==> config.mk <==
export PLATFORM = sky130hd
export DESIGN_NAME = pipe_stage_chain
export DESIGN_NICKNAME = d
export VERILOG_FILES = /design/src/rtl/pipe_stage_chain.sv
export SDC_FILE = /design/constraint.sdc
export NUM_CORES = 1
export LEC_CHECK = 0
export ABC_AREA = 1
export CAP_MARGIN = 20
export CORE_MARGIN = 1
export CORE_UTILIZATION = 48
export DETAILED_ROUTE_END_ITERATION = 8
export PLACE_DENSITY = 0.83
export SLEW_MARGIN = 20
export SYNTH_ARGS = -nofsm -noshare
export SYNTH_HDL_FRONTEND = slang
export SYNTH_SLANG_ARGS = --single-unit
==> constraint.sdc <==
create_clock -name clk -period 4.8 [get_ports clk]
set_input_delay 0.96 -clock clk [delete_from_list [all_inputs] [get_ports clk]]
set_output_delay 0.96 -clock clk [all_outputs]
set_load 0.02 [all_outputs]
==> src/rtl/pipe_stage_chain.sv <==
// pipe_stage_chain: elastic valid/ready slot chain with bubble collapse, per-slot flush and occupancy export.
module pipe_stage_chain #(
  parameter int WIDTH  = 32,
  parameter int STAGES = 4,
  parameter int CW     = $clog2(STAGES + 1)
) (
  input  logic              clk,
  input  logic              reset,
  input  logic              in_valid,
  output logic              in_ready,
  input  logic [WIDTH-1:0]  in_data,
  output logic              out_valid,
  input  logic              out_ready,
  output logic [WIDTH-1:0]  out_data,
  input  logic [STAGES-1:0] flush,
  output logic [STAGES-1:0] stage_valid,
  output logic [CW-1:0]     count
);
  logic [STAGES-1:0] v, live, leave;
  logic [STAGES:0]   take;
  logic [WIDTH-1:0]  d [STAGES];
  // take[STAGES] stands in for the downstream consumer so the ripple loop is uniform
  always_comb begin
    live = v & ~flush;
    leave = '0;
    take = '0;
    take[STAGES] = out_ready;
    for (int i = STAGES - 1; i >= 0; i--) begin
      leave[i] = live[i] & take[i+1];
      take[i] = ~flush[i] & (~v[i] | leave[i]) & ~(i == 0 && reset);
    end
  end
  assign in_ready    = take[0];
  assign stage_valid = live & {STAGES{~reset}};
  assign out_valid   = stage_valid[STAGES-1];
  assign out_data    = d[STAGES-1];
  always_comb begin
    count = '0;
    for (int i = 0; i < STAGES; i++) count += CW'(stage_valid[i]);
  end
  for (genvar i = 0; i < STAGES; i++) begin : g_slot
    logic             sv;
    logic [WIDTH-1:0] sd;
    if (i == 0) begin : g_head
      assign sv = in_valid;
      assign sd = in_data;
    end else begin : g_body
      assign sv = live[i-1];
      assign sd = d[i-1];
    end
    always_ff @(posedge clk) begin
      if (reset) begin
        v[i] <= 1'b0;
        d[i] <= '0;
      end else if (flush[i]) begin
        v[i] <= 1'b0;
      end else if (take[i]) begin
        v[i] <= sv;
        if (sv) d[i] <= sd;
      end
    end
  end
endmodule

==> results.md, run 1 <==
- Power Dens Cells: 384 mW/mm2
- Syn Inst Count: 482
- Area leader, netlist: edfxtp_1
- ANT nets after route: 0
- # IOs: 81
- Max-cap violations: 0
- Number of global-route vias before repair: 2705
- CTS tree: built
- Final hold viol count: 0
- Clock Tree Buf Depth: 2
- Drt total wl: 6760 um
- Hold Path Sink: d[1][46]
- Non-filler cells, final: 696
- Cell area after layout: slightly below 0.007 mm2
- Layout cells sized above 1: 0.139
- Total Power: 2.62 mW
- Hold Slack: around 0.54 ns
- Net Count, Synth: 525
- Final core occ: 0.600
- First-pass GRT wire length: 11600 um
- Worst VDD drop: 270 uV
- Critical path class: primary input to output pin
- Clk_lat worst skew: 0.40 ns
- Slew margin rel.: 0.351
- Sum Neg Setup Slack: 0 ns
- Clock root buffer: clkbuf_16
- Worst Tran Pin Value: 0.972 ns
- Final worst setup slack: 0.212 ns
- CP Max Fanout: 5
- Placed cell count: approximately 660
- Worst slack at placement: 0.221 ns
- Setup Fix Bufs, Post-CTS: 0
- Via count: about 2800
- R2R Path Start: v[3]
- Gpl congestion: between 0.7 and 0.8
- Worst Path Required: between 3 and 4 ns
- Wirelength per Cell: about 9.7 um
- Initial antenna violation count: 0
- Gr ovfl total: 0
- Post-synthesis sequential area ratio: 0.702
- Crit path capture type: output pin
- Full die area: 0.0121 mm2
- Htree depth: 4
- R2r setup slk: 2.71 ns
- HP Class: flop to flop
- Number of slew-limit violations in the final report: 0
- Final setup vio count: 0
- Tcrit/Tclk final: 0.956
- Initial DRC Count: between 80 and 90
- Layout area overhead: 22.1%
- Largest net degree at the start of global routing: 34
- Clk_skew: 0.00847 ns
- Buffers on Ports: 80
- Post-synth top area share: 0.688
- Post-CTS sizing: 0
- Worst R2R Path Depth: 10
- Seq cells post-synth: between 100 and 150
- Initial core utilization: 0.491
- Overall routing resource usage: 0.129
- Hold_sp: d[1][14]
- Core Region: about 0.011 mm2
- Die width: 110 um
- CTS buffer count: 17
- Status: finished clean
- Pleak: 2.84 nW
- DP HPWL: between 4000 and 5000 um
- Fillers: 880
- Final Net Count: 583
- Syn avg cell area: 11.6 um2
- Netlist cell types: 20
- Hold Path Depth: 2
- # DRC: 0
- Synth warnings: 0
- RSZ-0062 raised after global routing: false
- Worst-path clk slew: 0.05 ns
- Die Y: 110 um
- Drt pass-1 iters: 4
- # hold bufs at CTS: 0
- Antenna cells: 0
- Worst path arrival time: 3.63 ns
- Mapped Area: 0.00559 mm2
- FF-to-FF End: d[0][17]
- DP Area: 0.00627 mm2
- Area contributors post-synth: edfxtp_1, inv_1, nor2_1, buf_4, nor2_2
- Worst setup SP type: primary input
- Number of cell rows: 39
- Clk sinks: ~130
- Final Critical Period: 4.59 ns
- Fmax: 218 MHz
- Via density: 4.02
metal layers:
metal  share of wire  vias to the layer above  routed length (um)  GRT usage
met1            0.45                     1188                3070      0.148
li1                -                     1531                   -          -
met3           0.047                       13                 317     0.0456
met4           0.023                        0                 155     0.0733
met5               0                        -                   0          0
met2            0.48                       67                3220      0.209
cell type report:
class | instances | area [um2] | area share
inverter | 144 | 541 | 0.0792
tap | 143 | 179 | 0.0262
timing repair buffer | 84 | 831 | 0.122
multi-input combinational | 161 | 798 | 0.117
clock inverter | 13 | 116 | 0.0171
clock buffer | 19 | 433 | 0.0635
sequential | 132 | 3920 | 0.575
flip-flops by register name, indices dropped and copies added (netlist names):
name,cells
v,4
d,128
worst max-delay path by stage:
stage,to,cells after the start,startpoint
finish,count[1],10,reset
CTS,count[1],10,reset
detailed placement,count[1],10,reset
floorplan,d[0][32],8,out_ready
global placement,count[1],10,reset
global route,count[1],10,reset
kinds of logic after synthesis:
logic type,after synthesis,share of synthesized area
buffers and inverters,189,0.159
and+or+nand+nor,150,0.123
AOI/OAI and AO/OA,8,0.00829
adders and majority gates,3,0.00806
DFF,132,0.702
report_power, final:
group | leakage (nW) | switching (mW) | internal [mW]
sequential | 1.36 | 0.0126 | 1.31
combinational | 1.21 | 0.0729 | 0.0600
clock | 0.269 | 0.411 | 0.750
total | 2.84 | 0.496 | 2.12
synth_stat cells:
cell and number:
inv_1 143, edfxtp_1 128, nor2_1 100, buf_4 33, nor2_2 31, nand2_1 9, nand2_2 7, buf_2 6
buf_6 6, dfxtp_1 4, o21ai_0 4, a21oi_1 2, ha_1 2, a21oi_2 1, fa_1 1, inv_2 1
nand3_4 1, nor2_4 1, nor3_2 1, o31ai_1 1
placed cells by master (no fill, tap or decap), types with 3 or more instances in the layout:
| cell | instances |
|---|---|
| buf_4 | 4 |
| clkbuf_16 | 17 |
| clkdlybuf4s50_1 | 80 |
| clkinv_1 | 3 |
| clkinv_2 | 6 |
| dfxtp_1 | 4 |
| edfxtp_1 | 128 |
| inv_1 | 143 |
| nand2_1 | 9 |
| nand2_2 | 7 |
| nor2_1 | 100 |
| nor2_2 | 31 |
worst max-delay path, stage by stage:
cell             delay, ns
clkdlybuf4s50_1       0.55
nor2_2                0.25
inv_2                 0.09
nor2_4                0.11
inv_1                 0.07
fa_1                  0.50
inv_1                 0.04
ha_1                  0.17
ha_1                  0.28
clkdlybuf4s50_1       0.61
No activity file was read; power rests on OpenSTA's default activity.
==> run 2, diff against run 1 <==
--- a/config.mk
+++ b/config.mk
@@ -7,8 +7,9 @@
 export LEC_CHECK = 0
 export ABC_AREA = 1
 export CAP_MARGIN = 20
-export CORE_MARGIN = 1
+export CORE_MARGIN = 5
 export CORE_UTILIZATION = 48
+export CTS_CLUSTER_SIZE = 20
 export DETAILED_ROUTE_END_ITERATION = 8
 export PLACE_DENSITY = 0.83
 export SLEW_MARGIN = 20
==> results.md, run 2 (same netlist as run 1, synthesis figures left out) <==
- Die width: 118 um
- Wire length on met2: 3390 um
- Initial DRC Count: 130
- Die Y: 118 um
- Initial core utilization: 0.489
- Final hold viol count: 0
- # DRC: 0
- Final Net Count: 583
- Final core occ: 0.599
- Layout cells sized above 1: 0.143
- Placed cell count: about 660
- Worst setup SP type: primary input
- Overall routing resource usage: 0.114
- Buffers on Ports: 80
- RSZ-0062 raised after global routing: false
- # IOs: 81
- Clk_lat worst skew: 0.39 ns
- Clock root buffer: clkbuf_16
- Commonest cells after routing, fill and taps aside: inv_1, edfxtp_1, nor2_1
- Wirelength per Cell: 10.3 um
- Met3 routed WL: 349 um
- Max-cap violations: 0
- Number of cell rows: 39
- Worst Path Required: 3.84 ns
- Max FFs per register: 128
- Crit path capture type: output pin
- Number of global-route vias before repair: 2863
- Worst-path clk slew: 0.05 ns
- Full die area: 0.0139 mm2
- Worst Tran Pin Value: 0.953 ns
- Gr ovfl total: 0
- Uppermost routed layer: met4
- Largest register by flop count: d
- ANT nets after route: 0
- Antenna cells: 0
- Power Dens Cells: 388 mW/mm2
- Via density: a little over 4
- # hold bufs at CTS: 0
- Biggest regs: d: 128 flops, v: 4 flops
- First-pass GRT wire length: 13000 um
- Tcrit/Tclk final: 0.946
- Number of slew-limit violations in the final report: 0
- Core Region: 0.0114 mm2
- Gpl congestion: 0.708
- Pleak: around 2.8 nW
- Largest net degree at the start of global routing: 34
- Worst path arrival time: 3.58 ns
- CP Max Fanout: 5
- Sum Neg Setup Slack: 0 ns
- Fmax: 220 MHz
- Drt pass-1 iters: 4
- Worst VDD drop: approximately 200 uV
- Htree depth: 4
- DP HPWL: just over 5000 um
- CTS tree: built
- Clock Tree Buf Depth: 2
- Via count: roughly 2800
- Layout area overhead: 22.5%
- Clk_skew: 0.00905 ns
- HP Class: flop to flop
- Non-filler cells, final: slightly below 700
- Commonest non-fill, non-tap cell in the layout: inv_1
- Post-CTS sizing: 0
- CTS buffer count: 17
- Initial antenna violation count: 0
- Final Critical Period: 4.54 ns
- Critical path class: primary input to output pin
- Status: finished clean
- Drt total wl: 7150 um
- Setup Fix Bufs, Post-CTS: 0
- Slew margin rel.: 0.363
- Clk sinks: 132
- Final setup vio count: 0
- M1 wire length: 3310 um
run 2: cell count changes in the layout (fill, tap and decap cells not counted), sizes merged:
cell and delta:
clkinv -4, clkinvlp +4
run 2: per-layer routing:
| metal | track usage | vias to the layer above |
|---|---|---|
| met5 | 0 | - |
| met4 | 0.0495 | 0 |
| met3 | 0.0389 | 8 |
| met2 | 0.175 | 65 |
| met1 | 0.147 | 1211 |
| li1 | - | 1530 |
run 2: path summary, 6_finish.rpt:
kind	start	endpoint	slack, ns	cells past startpoint
max	reset	count[1]	0.26	10
min reg2reg	d[1][9]	d[1][41]	0.54	2
min	d[1][9]	d[1][41]	0.54	2
max reg2reg	v[3]	d[0][15]	2.67	10
run 2: worst max-delay path, stage by stage:
cell and delay, ns:
clkdlybuf4s50_1 0.53, nor2_2 0.25, inv_2 0.09, nor2_4 0.11
inv_1 0.07, fa_1 0.50, inv_1 0.04, ha_1 0.18
ha_1 0.27, clkdlybuf4s50_1 0.59
run 2: through the flow:
| step | hold slack (ns) | worst slack [ns] | total power [mW] | cell area (um2) |
|---|---|---|---|---|
| final | 0.543 | 0.257 | 2.65 | 6840 |
| after floorplan | 0.513 | 0.614 | 1.43 | 5590 |
| after detailed placement | 0.530 | 0.238 | 1.48 | 6270 |
| after global placement | 0.526 | 0.335 | 1.48 | 6270 |
| after CTS | 0.545 | 0.246 | 2.68 | 6840 |
| after global routing | 0.574 | 0.154 | 2.75 | 6840 |
run 2: final cells by class:
cell class | instances | area [um2]
Fill cell | 899 | 4580
Sequential cell | 132 | 3920
Timing Repair Buffer | 84 | 831
Multi-Input combinational cell | 161 | 798
Inverter | 144 | 541
Clock buffer | 19 | 433
Tap cell | 143 | 179
Clock inverter | 13 | 136
run 2: power breakdown:
group,total (mW),internal (mW),switching (mW)
clock,1.20,0.760,0.436
sequential,1.32,1.31,0.0126
combinational,0.134,0.0600,0.0739
total,2.65,2.13,0.523
